`config.mk`:
```
export PLATFORM = sky130hd
export DESIGN_NAME = next_pro_reader
export DESIGN_NICKNAME = d
export VERILOG_FILES = /design/src/rtl/worker_pkg.sv /design/src/rtl/next_pro_reader_part_counter_bank.sv /design/src/rtl/next_pro_reader.sv
export SDC_FILE = /design/constraint.sdc
export NUM_CORES = 1
export LEC_CHECK = 0
export ABC_AREA = 0
export CAP_MARGIN = 25
export CORE_MARGIN = 3
export CORE_UTILIZATION = 40
export DETAILED_ROUTE_END_ITERATION = 10
export PLACE_DENSITY = 0.66
export SYNTH_ARGS = -nofsm -noshare
export SYNTH_HDL_FRONTEND = slang
export SYNTH_SLANG_ARGS = --single-unit
```
`constraint.sdc`:
```
create_clock -name clk -period 15.7 [get_ports clk]
set_clock_uncertainty 0.2 [all_clocks]
set_input_delay 1.57 -clock clk [delete_from_list [all_inputs] [get_ports clk]]
set_output_delay 1.57 -clock clk [all_outputs]
set_load 0.05 [all_outputs]
```
`src/rtl/worker_pkg.sv`:
```
// -----------------------------------------------------------------------------
// worker_pkg
//   Shared constants for the worker / NEXT-PROPOSAL reader slice and the
//   state encoding of the reader FSM.
//   DEF_* values are the default build of the partitioning worker; modules
//   take them as parameter defaults so a different build only overrides
//   parameters at instantiation.
// -----------------------------------------------------------------------------
package worker_pkg;

    localparam int DEF_K               = 16;  // partitions
    localparam int DEF_Q               = 16;  // lanes per buffer word
    localparam int DEF_NEXT_BW         = 4;   // bits per next-partition entry
    localparam int DEF_NEXT_ADDR_SPACE = 4;   // buffer address width
    localparam int DEF_PRO_BW          = 8;   // bits per proposal entry
    localparam int DEF_VID_BW          = 16;  // global vertex id width
    localparam int DEF_BATCH_BW        = 8;   // batch number width
    localparam int DEF_CNT_BW          = 16;  // per-partition counter width

    typedef enum logic [2:0] {
        ST_IDLE = 3'd0,
        ST_RD   = 3'd1,
        ST_LD   = 3'd2,
        ST_EMIT = 3'd3,
        ST_DONE = 3'd4
    } rd_state_t;

endpackage

```
`src/rtl/next_pro_reader_part_counter_bank.sv`:
```
// -----------------------------------------------------------------------------
// part_counter_bank
//   K saturating counters, one per partition. A single increment per cycle
//   selects its counter by idx; an idx outside 0..K-1 matches no counter and
//   is dropped. clr zeroes every counter and takes priority over inc.
// Ports
//   clk    in   1          clock
//   rst_n  in   1          synchronous active-low reset (counters to 0)
//   clr    in   1          synchronous clear of all counters
//   inc    in   1          increment the counter selected by idx
//   idx    in   IDX_W      counter index
//   cnt    out  K*CNT_BW   counter p = bits [p*CNT_BW +: CNT_BW]
// -----------------------------------------------------------------------------
module part_counter_bank #(
    parameter int K      = worker_pkg::DEF_K,
    parameter int IDX_W  = worker_pkg::DEF_NEXT_BW,
    parameter int CNT_BW = worker_pkg::DEF_CNT_BW
) (
    input  logic                  clk,
    input  logic                  rst_n,
    input  logic                  clr,
    input  logic                  inc,
    input  logic [IDX_W-1:0]      idx,
    output logic [K*CNT_BW-1:0]   cnt
);

    logic [CNT_BW-1:0] cnt_r [K];

    // Increment that sticks at the all-ones value instead of wrapping.
    function automatic logic [CNT_BW-1:0] sat_inc(input logic [CNT_BW-1:0] v);
        return (&v) ? v : v + 1'b1;
    endfunction

    always_ff @(posedge clk) begin
        if (!rst_n || clr) begin
            for (int p = 0; p < K; p++) begin
                cnt_r[p] <= '0;
            end
        end else if (inc) begin
            for (int p = 0; p < K; p++) begin
                if (idx == IDX_W'(p)) begin
                    cnt_r[p] <= sat_inc(cnt_r[p]);
                end
            end
        end
    end

    for (genvar p = 0; p < K; p++) begin : g_flat
        assign cnt[p*CNT_BW +: CNT_BW] = cnt_r[p];
    end

endmodule

```
`src/rtl/next_pro_reader.sv`:
```
// -----------------------------------------------------------------------------
// next_pro_reader
//   Read-side consumer of the NEXT / PROPOSAL buffers. On an accepted
//   batch_finish it sweeps every buffer word, serialises each lane as
//   (vid, next partition, proposal) on a valid/ready stream, and counts
//   accepted entries per destination partition.
// Ports
//   clk, rst_n            clock, synchronous active-low reset
//   en                    start enable (batch_finish accepted only when 1)
//   batch_finish          1-cycle pulse: buffers hold a complete batch
//   batch_num             batch id, sampled with batch_finish
//   next_raddr/pro_raddr  buffer read address (identical), 1-cycle latency
//   next_rdata/pro_rdata  buffer words, lane i at [i*BW +: BW]
//   out_valid/out_ready   stream handshake
//   out_vid/part/pro      stream payload
//   busy                  sweep in progress (RD..DONE)
//   done                  1-cycle pulse after the last handshake
//   part_cnt              saturating per-partition accepted-entry counts
//   cnt_clr               synchronous clear of part_cnt
//   err_overrun           sticky: batch_finish seen while busy
// -----------------------------------------------------------------------------
module next_pro_reader #(
    parameter int K               = worker_pkg::DEF_K,
    parameter int Q               = worker_pkg::DEF_Q,
    parameter int NEXT_BW         = worker_pkg::DEF_NEXT_BW,
    parameter int NEXT_ADDR_SPACE = worker_pkg::DEF_NEXT_ADDR_SPACE,
    parameter int PRO_BW          = worker_pkg::DEF_PRO_BW,
    parameter int VID_BW          = worker_pkg::DEF_VID_BW,
    parameter int BATCH_BW        = worker_pkg::DEF_BATCH_BW,
    parameter int CNT_BW          = worker_pkg::DEF_CNT_BW
) (
    input  logic                        clk,
    input  logic                        rst_n,
    input  logic                        en,
    input  logic                        batch_finish,
    input  logic [BATCH_BW-1:0]         batch_num,
    output logic [NEXT_ADDR_SPACE-1:0]  next_raddr,
    input  logic [Q*NEXT_BW-1:0]        next_rdata,
    output logic [NEXT_ADDR_SPACE-1:0]  pro_raddr,
    input  logic [Q*PRO_BW-1:0]         pro_rdata,
    output logic                        out_valid,
    input  logic                        out_ready,
    output logic [VID_BW-1:0]           out_vid,
    output logic [NEXT_BW-1:0]          out_part,
    output logic [PRO_BW-1:0]           out_pro,
    output logic                        busy,
    output logic                        done,
    output logic [K*CNT_BW-1:0]         part_cnt,
    input  logic                        cnt_clr,
    output logic                        err_overrun
);

    import worker_pkg::*;

    localparam int A      = NEXT_ADDR_SPACE;
    localparam int LANE_W = (Q > 1) ? $clog2(Q) : 1;
    localparam int unsigned WORD_STRIDE = Q * (2 ** A);   // vids per batch
    localparam logic [A-1:0]      ADDR_LAST = '1;
    localparam logic [LANE_W-1:0] LANE_LAST = LANE_W'(Q - 1);

    rd_state_t             state, state_nxt;
    logic [A-1:0]          addr_r;
    logic [A-1:0]          raddr_r;
    logic [LANE_W-1:0]     lane_r;
    logic [BATCH_BW-1:0]   batch_r;
    logic                  err_r;
    logic [Q*NEXT_BW-1:0]  next_word_p1;
    logic [Q*PRO_BW-1:0]   pro_word_p1;

    logic start;
    logic hs;
    logic last_lane;
    logic [NEXT_BW-1:0] lane_part;
    logic [PRO_BW-1:0]  lane_pro;
    logic [VID_BW-1:0]  lane_vid;

    assign start     = batch_finish & en & (state == ST_IDLE);
    assign hs        = out_valid & out_ready;
    assign last_lane = (lane_r == LANE_LAST);

    // ---- FSM state register ----
    always_ff @(posedge clk) begin
        if (!rst_n) begin
            state <= ST_IDLE;
        end else begin
            state <= state_nxt;
        end
    end

    // ---- FSM next state and decoded outputs ----
    always_comb begin
        state_nxt = state;
        out_valid = 1'b0;
        busy      = 1'b1;
        done      = 1'b0;
        case (state)
            ST_IDLE: begin
                busy = 1'b0;
                if (start) begin
                    state_nxt = ST_RD;
                end
            end
            ST_RD: state_nxt = ST_LD;
            ST_LD: state_nxt = ST_EMIT;
            ST_EMIT: begin
                out_valid = 1'b1;
                if (out_ready && last_lane) begin
                    state_nxt = (addr_r == ADDR_LAST) ? ST_DONE : ST_RD;
                end
            end
            ST_DONE: begin
                done      = 1'b1;
                state_nxt = ST_IDLE;
            end
            default: begin
                busy      = 1'b0;
                state_nxt = ST_IDLE;
            end
        endcase
    end

    // ---- Sweep control: batch latch, word address, lane index, error flag ----
    // raddr is a register loaded only when the next word is requested, so it
    // sits on the RD-cycle value for the whole LD/EMIT span.
    always_ff @(posedge clk) begin
        if (!rst_n) begin
            addr_r  <= '0;
            raddr_r <= '0;
            lane_r  <= '0;
            batch_r <= '0;
            err_r   <= 1'b0;
        end else begin
            if (batch_finish && state != ST_IDLE) begin
                err_r <= 1'b1;
            end
            case (state)
                ST_IDLE: begin
                    if (start) begin
                        batch_r <= batch_num;
                        addr_r  <= '0;
                        raddr_r <= '0;
                    end
                end
                ST_LD: lane_r <= '0;
                ST_EMIT: begin
                    if (hs) begin
                        lane_r <= lane_r + 1'b1;
                        if (last_lane && addr_r != ADDR_LAST) begin
                            addr_r  <= addr_r + 1'b1;
                            raddr_r <= addr_r + 1'b1;
                        end
                    end
                end
                default: ;
            endcase
        end
    end

    // ---- Stage p1: buffer words captured one cycle after the read ----
    always_ff @(posedge clk) begin
        if (state == ST_LD) begin
            next_word_p1 <= next_rdata;
            pro_word_p1  <= pro_rdata;
        end
    end

    // Lane mux; payload is forced to 0 outside EMIT so the word registers
    // need no reset to keep outputs clean after reset.
    assign lane_part = next_word_p1[lane_r*NEXT_BW +: NEXT_BW];
    assign lane_pro  = pro_word_p1[lane_r*PRO_BW +: PRO_BW];
    assign lane_vid  = VID_BW'(batch_r) * VID_BW'(WORD_STRIDE)
                     + VID_BW'(addr_r) * VID_BW'(Q)
                     + VID_BW'(lane_r);

    assign out_part    = out_valid ? lane_part : '0;
    assign out_pro     = out_valid ? lane_pro  : '0;
    assign out_vid     = out_valid ? lane_vid  : '0;
    assign next_raddr  = raddr_r;
    assign pro_raddr   = raddr_r;
    assign err_overrun = err_r;

    part_counter_bank #(
        .K      (K),
        .IDX_W  (NEXT_BW),
        .CNT_BW (CNT_BW)
    ) u_cnt (
        .clk   (clk),
        .rst_n (rst_n),
        .clr   (cnt_clr),
        .inc   (hs),
        .idx   (out_part),
        .cnt   (part_cnt)
    );

endmodule
```
=== Word-level counts from Yosys, hierarchy flattened ===
Memories as Yosys holds them, arrays and structs flattened.
Cells that the tools add are included.

* Flip-flop bits (word level): 212
* Latch bits: 0
* RAM bits: 256
* Memory bits (read-only): 0
* Output and inout port bits: 296
* Word-level logic and storage cells: 220
* Memories: 1

{| class="wikitable"
|+ Memories
! memory !! depth !! width !! rd ports !! clocked after memory_dff !! write ports !! RTL line !! source
|-
| u_cnt.cnt_r || 16 || 16 || 16 || 0 || 16 || next_pro_reader_part_counter_bank.sv:27 || <nowiki>logic [CNT_BW-1:0] cnt_r [K];</nowiki>
|}

* Add/sub/neg operators: 20
* Multiply operators: 0
* Divide/modulo/power cells: 0
* Order comparisons: 0
* Eq/ne operators: 26
* Shift-type cells: 2
* Mux-type cells: 114
* Bitwise logic cells: 19
* Reduce and logical (&&, ||, !) cells: 31

{| class="wikitable"
|+ Operator list
! operator !! count
|-
| $mux W16 || 33
|-
| $add A16 B1 Y16 const B || 16
|-
| $reduce_and A16 Y1 || 16
|-
| $shiftx A128 B8 Y8 || 1
|-
| $mux W1 || 69
|-
| $shiftx A64 B7 Y4 || 1
|-
| $eq A4 B4 Y1 const B || 10
|-
| $mux W4 || 5
|-
| $add A16 B4 Y16 || 1
|-
| $add A16 B8 Y16 || 1
|-
| $eq A4 B3 Y1 const B || 4
|-
| $or A1 B1 Y1 || 16
|-
| $pmux W4 S2 || 2
|-
| $pmux W3 S4 || 1
|-
| $mux W3 || 3
|-
| $add A4 B1 Y4 const B || 2
|-
| $eq A4 B2 Y1 const B || 2
|-
| $mux W8 || 1
|-
| $ne A2 B2 Y1 const B || 4
|-
| $eq A3 B2 Y1 const B || 2
|-
| $reduce_and A2 Y1 || 3
|-
| $eq A4 B1 Y1 const B || 1
|-
| $logic_not A4 Y1 || 1
|-
| $ne A4 B4 Y1 const B || 1
|-
| 11 further kinds || 16
|}

=== Depth between registers and ports, before layout ===
Gate-level depths: netlist of the first run.

* Depth in word-level cells: 9
* Depth in mapped cells: 10
* Depth with buffers taken out: 6

=== Modules after synthesis ===
From an unflattened synthesis of the first run, not the netlist that was laid out.

* Cells, all modules: 1,695
* Area total of the unflattened synthesis: 21,848.5 µm²

{| class="wikitable"
|+ Modules (own cells, without submodules)
! module !! times used !! cells an instance !! area each (µm²) !! seq. area each (µm²)
|-
| part_counter_bank || 1 || 1,268 || 13,553.0 || 7,687.4
|-
| next_pro_reader || 1 || 427 || 8,295.5 || 6,165.9
|}

=== Worst setup path after synthesis of the first run ===
No wires, ideal clock.

* Path kind: register to register
* From: register state[1]
* To: register lane_r[2]
* Setup time: 0.129 ns
* Arrival time: 4.957 ns
* Required time: 15.371 ns
* Slack: 10.414 ns
* Cell stages (with the launch flop): 7
* Path buffers: 1
* Path through: dfxtp_1 > clkbuf_1 > nand2_1 > inv_1 > nor2_1 > o21ai_0 > a21boi_0

* Cells in the longest elaborated chain, start to end: 5
* Elaborated cells on any way between the ends: 8
* Those cells by class: 3 x eq/ne; 2 x mux; 1 x bitwise; 2 x reduce/logical

{| class="wikitable"
|+ Ends and longest elaborated chain
! item !! RTL line !! source
|-
| start: declaration || next_pro_reader.sv:61 || <nowiki>rd_state_t state, state_nxt;</nowiki>
|-
| start signal: assignment || next_pro_reader.sv:86 || <nowiki>state <= state_nxt;</nowiki>
|-
| $eq A3 B2 Y1 || next_pro_reader.sv:96, next_pro_reader.sv:136 ||
|-
| $mux W1 || next_pro_reader.sv:96 || <nowiki>case (state)</nowiki>
|-
| $and A1 B1 Y1 || next_pro_reader.sv:78 || <nowiki>assign hs = out_valid & out_ready;</nowiki>
|-
| $ne A2 B2 Y1 (no source line) || -- ||
|-
| $reduce_and A2 Y1 (no source line) || -- ||
|-
| end signal: assignment || next_pro_reader.sv:147 || <nowiki>lane_r <= lane_r + 1'b1;</nowiki>
|-
| end: declaration || next_pro_reader.sv:64 || <nowiki>logic [LANE_W-1:0] lane_r;</nowiki>
|}

Several ways; a longest one is shown, not always the timed one.
A chain may end at the register's enable or synchronous reset.

=== Final worst setup path of the first run ===
* From: register lane_r[2]
* To: output out_part[3]

* Cells in the longest elaborated chain, start to end: 2

{| class="wikitable"
|+ Ends and longest elaborated chain
! item !! RTL line !! source
|-
| $shiftx A64 B7 Y4 || next_pro_reader.sv:169 || <nowiki>assign lane_part = next_word_p1[lane_r*NEXT_BW +: NEXT_BW];</nowiki>
|-
| $mux W4 || next_pro_reader.sv:175 || <nowiki>assign out_part = out_valid ? lane_part : '0;</nowiki>
|-
| end: declaration || next_pro_reader.sv:44 || <nowiki>output logic [NEXT_BW-1:0] out_part,</nowiki>
|}

No other way between the ends.

==> results by stage, run 1 <==
Drt:
- For this block, the initial DRC count from the detailed router was about 950.
- The detail-routed net length per standard cell is between 20 and 25 µm.
- The wire length after detailed routing is 59800 µm.
- The DRC violation count after routing is 0.
- The antenna violation net count after detailed routing is 0.
- The count of vias placed by the detailed router is 15010.
- The detailed-router iteration count before antenna repair is 5.
- In the routed layout, each cell is associated on average with a via count of roughly 5.2.

Clock tree:
- TritonCTS built the clock tree.
- The clock net in this run drives a total of about 470 sinks.
- The clock reaches the later pin of the worst-skew pair after 0.60 ns.
- The clock passes through at most 3 buffers.
- The H-tree depth reported by CTS is 2.
- Clock-pin slew was measured on the worst setup and hold paths at ~0.060 ns.
- The cell sitting at the root of the clock tree is a clkbuf_16.
- The clock buffer count from CTS is 52.
- The count of instances resized after the clock tree is built is 0.
- The buffer count from post-CTS setup fixing is 0.
- The post-cts hold buffer count is 0.

Final layout:
- Compared with the post-synthesis result, the final layout area differs by 34.6%.
- Measured on the finished design, the core utilization comes to between 50% and 60%.
- The final non-filler cell area is a little under 30000 µm².
- The proportion of layout cells with a drive suffix above 1 is under 10%.
- Leaving out fill and tap cells, the most frequent cell in the layout is clkdlybuf4s50_1.
- In the layout the commonest cells are 501 x clkdlybuf4s50_1, 448 x edfxtp_1, 303 x nor2_1.
- The net count of the finished layout is ~2400.

Setup path:
- The worst register-to-register path has a depth of 7.
- In this run the critical register-to-register path is captured at u_cnt.cnt_r[0][6]$_SDFFCE_PN0P_.
- The worst flop-to-flop path startpoint is lane_r[2]$_SDFFE_PN0P_.
- STA classifies the critical path endpoint as an output port.
- The kind of critical path is reg -> out.
- The top fanout value on the critical path is 22.
- At the worst endpoint, the required time is 13.93 ns.
- STA classifies the critical path startpoint as a register.
- At the worst endpoint, the arrival time is 3.81 ns.
- For flop-to-flop paths, the worst setup slack is 10.60 ns.

GRT:
- The first global-routing pass estimated just under 90000 µm of wire.
- The via count of the first global-routing pass is about 15000.
- The total global routing overflow is 0.
- The number of antenna violations at the first check in global routing is 14.
- The largest net degree at the start of global routing is 114.
- For this run, the total global-route usage over all layers was measured as 20.4%.

Logic synthesis:
- In this run the biggest area consumer among cell types represents between 60% and 70% of the synthesized area.
- The number of nets in the synthesized netlist is between 1500 and 2000.
- Yosys attributes the largest share of cell area to edfxtp_1 62%, nor2_1 5.2%, mux4_2 5.2%.
- The synthesized design spends more area on one cell type than any other, namely edfxtp_1.
- The flip-flop and latch count after synthesis is 468.
- The count of unique library cells instantiated by Yosys is 52.
- Of all flip-flops after synthesis, the portion carrying an async set or reset was 0%.
- Synthesis produced a netlist whose cell count is 1625.
- For this run, the leading register cell type out of synthesis is edfxtp_1.
- In this run the cell area of the synthesized design comes to roughly 22000 µm².
- The post-synthesis sequential area ratio is 63.9%.
- Counting flops with a built-in enable in the synthesized netlist gives 448.
- The mean cell area of the mapped netlist is around 13 µm².
- Yosys printed 0 warnings.

Placed design:
- Before CTS, the worst setup slack after placement is slightly above 9 ns.
- After detailed placement, the total cell area comes to around 28000 µm².
- The HPWL after detailed placement is 44200 µm.
- At the end of routability-driven placement, the weighted congestion stood at between 0.8 and 0.9.
- Input and output buffers added on the ports amount to 501.

Die:
- In this run the count of I/O pins placed on the die edge is 502.
- The die outline width is about 240 µm.
- The initial utilization of the core area, before any placement, comes to between 40% and 50%.
- The die covers about 57000 µm².
- The placeable core region is ~53000 µm².
- The number of core rows is between 80 and 90.
- The die outline height is 239 µm.

Pwr:
- Dividing total power by cell area gives a power density of between 100 and 150 nW/µm².
- The leakage power total is between 0.009 and 0.01 µW.
- The worst-case vdd ir drop is roughly 0.094 mV.

Timing:
- Summed over all failing endpoints, the final setup total negative slack is 0 ns.
- The share of the clock period used by the worst path after layout is 35.5%.
- The worst hold slack is just over 0.3 ns.
- Setup repair after global routing left no endpoint under its margin.
- Setup violations remaining at the end of the flow were counted as 0.
- The slack of the critical path is 10.12 ns.
- The minimum clock period after layout is 5.58 ns.
- At the pin with the least slew margin, the transition time is 0.996 ns.
- Derived from the worst setup path, the maximum achievable clock frequency is about 180 MHz.
- The final number of hold-violating endpoints is 0.
- The number of pins exceeding their max-slew limit in the final report is 0.
- The worst pin sits at a relative slew slack of approximately a third.

Min path:
- For hold timing, the worst endpoint is err_overrun$_SDFFE_PN0P_.
- The worst hold path begins at err_overrun$_SDFFE_PN0P_.
- The worst hold path stage count is 1.
- In this run the worst hold path is classified as reg -> reg.

Outcome:
- The run finished with clean final reports.

Job:
- The max-cap check violation count is 0.
[critical path, stage by stage (launching register included)]
cell	delay (ns)
dfxtp_1	0.62
buf_4	0.41
mux4_1	0.60
mux4_2	0.58
and2_1	0.21
clkdlybuf4s50_1	0.76
[stage by stage]
| stage | std cells | total power [µW] |
|---|---|---|
| finish | 2883 | 3030 |
| global route | 2883 | 3140 |
| CTS | 2874 | 3060 |
| detailed placement | 2782 | 1900 |
| global placement | 2779 | 1900 |
| floorplan | 1625 | 1740 |
[power by group]
| part | leakage [µW] | internal (µW) | switching [µW] | total, µW |
|---|---|---|---|---|
| clock network | 0.000787 | 653 | 498 | 1150 |
| logic | 0.00418 | 146 | 225 | 371 |
| registers | 0.00478 | 1450 | 57.4 | 1510 |
[synthesized netlist by cell type, types with 2 or more instances]
cell type  count
nand2_1       74
a21oi_1       12
nor3_1        20
nand4_2        2
buf_2          6
o211ai_2       5
dfxtp_1       20
nand3b_1       3
nand2b_1       4
and2_1        38
nor3b_1        6
nor2b_1       14
clkbuf_1      34
and3b_1        3
inv_1         34
mux4_2        50
nand4_1       41
mux4_1         7
buf_4          4
nand3_1       91
xor2_1       116
mux2_2         2
buf_6          8
nor4_1         7
xnor2_1      103
o31ai_1        8
nor2_1       303
or2_2          3
edfxtp_1     448
or3_1          8
o21ai_0       21
and3_1        52
and4_1        25
a211oi_1       3
buf_1          4
mux2i_1       11
a22oi_1        2
a21boi_0       2
ha_1          18
[worst max-delay path by stage]
stage,from,end,slack (ns)
2_1_floorplan,state[1]$_SDFFE_PN0P_,lane_r[2]$_SDFFE_PN0P_,10.41
3_3_place_gp,rst_n,u_cnt.cnt_r[6][0]$_SDFFCE_PN0P_,9.26
3_5_place_dp,rst_n,u_cnt.cnt_r[0][8]$_SDFFCE_PN0P_,9.31
4_1_cts,lane_r[0]$_SDFFE_PN0P_,out_part[2],9.92
5_1_grt,lane_r[2]$_SDFFE_PN0P_,out_part[3],9.92
6_report,lane_r[2]$_SDFFE_PN0P_,out_part[3],10.12
[sequential cells by signal, summed over array words and instances (netlist names)]
register / flops
lane_r: 4
pro_word_p1: 128
next_word_p1: 64
state: 3
u_cnt.cnt_r: 256
batch_r: 8
err_overrun: 1
next_raddr: 4
[area by class of cell]
| cell class | count | area (µm²) |
|---|---|---|
| Tap cell | 688 | 861 |
| Fill cell | 4408 | 23900 |
| Antenna cell | 7 | 17.5 |
| Sequential cell | 468 | 13900 |
| Timing Repair Buffer | 529 | 5270 |
| Clock buffer | 55 | 1310 |
| Inverter | 34 | 133 |
| Multi-Input combinational cell | 1065 | 7450 |
| Clock inverter | 37 | 284 |
[per-layer routing]
metal / track usage [%] / share of wire, % / vias up
met4: 7.17 / 2.6 / 12
met2: 34.7 / 50 / 506
met5: 0.0842 / 0.15 / -
met3: 6.00 / 8.1 / 100
li1: - / - / 7017
met1: 24.7 / 39 / 7375
[cell families (layout without fill, tap and decap cells)]
family	count (synthesis)	after routing	synth area share, %
AOI/OAI and AO/OA	60	60	1.88
xor gates and xnor gates	219	219	8.85
adders and majority gates	18	18	1.04
buffers and inverters	92	655	2.03
DFF	468	468	63.9
muxes	70	70	6.65
other	0	7	0
and+or+nand+nor	698	698	15.7
(Power assumes the default switching activity.)
==> run 2: changes to the inputs <==
Clock period 15.7 ns to 5.7 ns, I/O delays scaled along.
==> run 2 against run 1 <==
Register-to-register slack got worse by 9.1 ns. Critical path depth unchanged. Non-clock buffer count grew 1. Sequential power rose to 2.7 times the previous value. Wire length fell by 0.84%. Combinational power grew to 2.7 times the previous value. Global-route usage is essentially flat. Die area stayed put. Via count hardly changed. Setup slack lost 9.0 ns. Critical path type unchanged.
==> results by stage, run 2 (synthesis gave the netlist of run 1 again) <==
Clock tree:
- The clock reaches the later pin of the worst-skew pair after a little under 0.6 ns.
- CTS placed an instance of clkbuf_16 at the clock tree root.
- The clock buffer count from CTS is 52.
- The number of buffers between clock root and the deepest sink is 3.
- Post-CTS timing repair inserted 0 buffers for setup.
- The sink count of the clock tree is between 400 and 500.
- The count of instances resized after the clock tree is built is 0.
- Hold repair after CTS inserted 0 buffers.
- After clock tree synthesis, the clock-pin slew on the worst setup and hold paths is about 0.06 ns.
- The H-tree depth reported by CTS is 2.
- TritonCTS built the clock tree.

Final layout:
- The register name with the most flops is u_cnt.cnt_r.
- Fill cells in the final layout number approximately 4300.
- The top cell types in the final layout, fill and taps aside, are 501 x clkdlybuf4s50_1, 448 x edfxtp_1, 303 x nor2_1.
- The most frequent standard cell in the layout excluding fill and tap cells is clkdlybuf4s50_1.
- The utilization after layout is 55.0%.
- The net count of the finished layout is around 2400.
- The largest registers in the layout are u_cnt.cnt_r (256), pro_word_p1 (128), next_word_p1 (64).
- The area growth from synthesis to layout is 34.7%.
- The proportion of layout cells with a drive suffix above 1 is about 8.2%.
- The register with the most flip-flops in the layout has roughly 260 of them.

Timing:
- Setup repair after global routing left no endpoint under its margin.
- For the pin with the worst max-slew slack, the measured transition is approximately 1.0 ns.
- The tightest slew margin relative to the limit is 32.1%.
- The worst path uses approximately four fifths of the clock period.
- In the final timing run, aggregate negative setup slack is 0 ns.
- The count of final setup violators is 0.
- For the finished layout, the period the worst path requires is approximately 4.5 ns.
- Hold is met by approximately 0.3 ns.
- The final number of hold-violating endpoints came to 0.
- Timing would allow up to approximately 220 MHz.
- The number of pins exceeding their max-slew limit in the final report came to 0.

Min path:
- Counting instances, the worst hold path has a depth of 1.
- The class of the most critical hold timing path is reg -> reg.

Drt:
- Detailed routing inserted a total of 14996 vias.
- After the first detailed-routing iteration, the DRC count stood at approximately 970.
- The antenna violation net count after detailed routing is 0.
- The routed design has a little under 60000 µm of wire.
- The detail-routed net length per standard cell is ~21 µm.
- The first detailed-routing pass took 5 iterations.
- Dividing the detail-routed via count by the number of cells gives 5.19.
- For this run, design rule violations remaining after detail routing come to 0.

GRT:
- Entering global routing, the biggest net connects 92 pins.
- The number of antenna violations at the first check in global routing is 9.
- The first global-routing pass estimated ~89000 µm of wire.
- The via count of the first global-routing pass was 15087.
- The total global routing overflow is 0.
- The overall routing resource usage is 20.4%.

Pwr:
- Across the VDD grid, the largest voltage drop is ~0.25 mV.
- The power per standard cell area is around 290 nW/µm².
- The leakage power total is 0.00975 µW.

Setup path:
- STA puts the critical path data required time at between 4 and 5 ns.
- At the worst endpoint, the arrival time is approximately 3.8 ns.
- The top fanout value on the critical path is 36.
- STA classifies the critical path startpoint as a register.
- The worst setup path is captured at an output port.
- For flop-to-flop paths, the worst setup slack is ~1.5 ns.
- The critical path in this run is classified as reg -> out.
- For the worst flop-to-flop path, the logic depth is 6.

Die:
- The floorplan has between 80 and 90 rows.
- The effective utilization at floorplan is 40.9%.
- The die covers about 57000 µm².
- The die outline width is between 200 and 250 µm.
- The region available for standard cell placement spans between 50000 and 60000 µm².
- Pin placement for this block handled roughly 500 I/O pins.
- The die is around 240 µm tall.

Job:
- Across the run, the number of max-cap violations was 0.

Placed design:
- The weighted congestion at the end of routability-driven global placement is between 0.8 and 0.9.
- The HPWL after detailed placement is 44500 µm.
- The count of buffers added on input and output ports is approximately 500.

Outcome:
- The run finished with clean final reports.
## run 2: final timing paths
path,to,startpoint
max reg2reg,u_cnt.cnt_r[0][5]$_SDFFCE_PN0P_,lane_r[2]$_SDFFE_PN0P_
min reg2reg,err_overrun$_SDFFE_PN0P_,err_overrun$_SDFFE_PN0P_
min,err_overrun$_SDFFE_PN0P_,err_overrun$_SDFFE_PN0P_
max,out_pro[0],lane_r[0]$_SDFFE_PN0P_
## run 2: where the power goes
group | switching (µW) | internal (µW)
clock | 1370 | 1910
combinational | 623 | 401
sequential | 158 | 3990
## run 2: stage by stage
stage                     power [µW]  instances  cell area (µm²)  worst slack, ns
final                           8450       2887            29200             1.16
after detailed placement        5250       2785            27500             1.47
after global routing            8730       2887            29200            0.963
after CTS                       8540       2882            29200             1.03
after global placement          5230       2785            27500             1.60
after floorplan                 4780       1625            21700            0.414
## run 2: metal layers
metal	global-route usage (%)	part of all wire (%)	up-vias
met5	0	0.083	-
met4	7.51	3.0	8
met3	5.51	7.9	85
met2	34.0	49	518
met1	25.6	40	7377
li1	-	-	7008
## run 2: final cells by class
type / count / area [µm²] / share of cell area (%)
Clock buffer: 69 / 1400 / 4.78
Tap cell: 688 / 861 / 2.95
Sequential cell: 468 / 13900 / 47.4
Multi-Input combinational cell: 1065 / 7450 / 25.5
Inverter: 34 / 133 / 0.454
Timing Repair Buffer: 530 / 5230 / 17.9
Clock inverter: 28 / 273 / 0.934
Antenna cell: 5 / 12.5 / 0.0428
## run 2: critical path, cell delays in order (launching register included)
cell and delay, ns:
dfxtp_4 0.52, buf_4 0.60, mux4_2 0.59, mux4_2 0.48, and2_1 0.21, clkdlybuf4s50_1 0.75
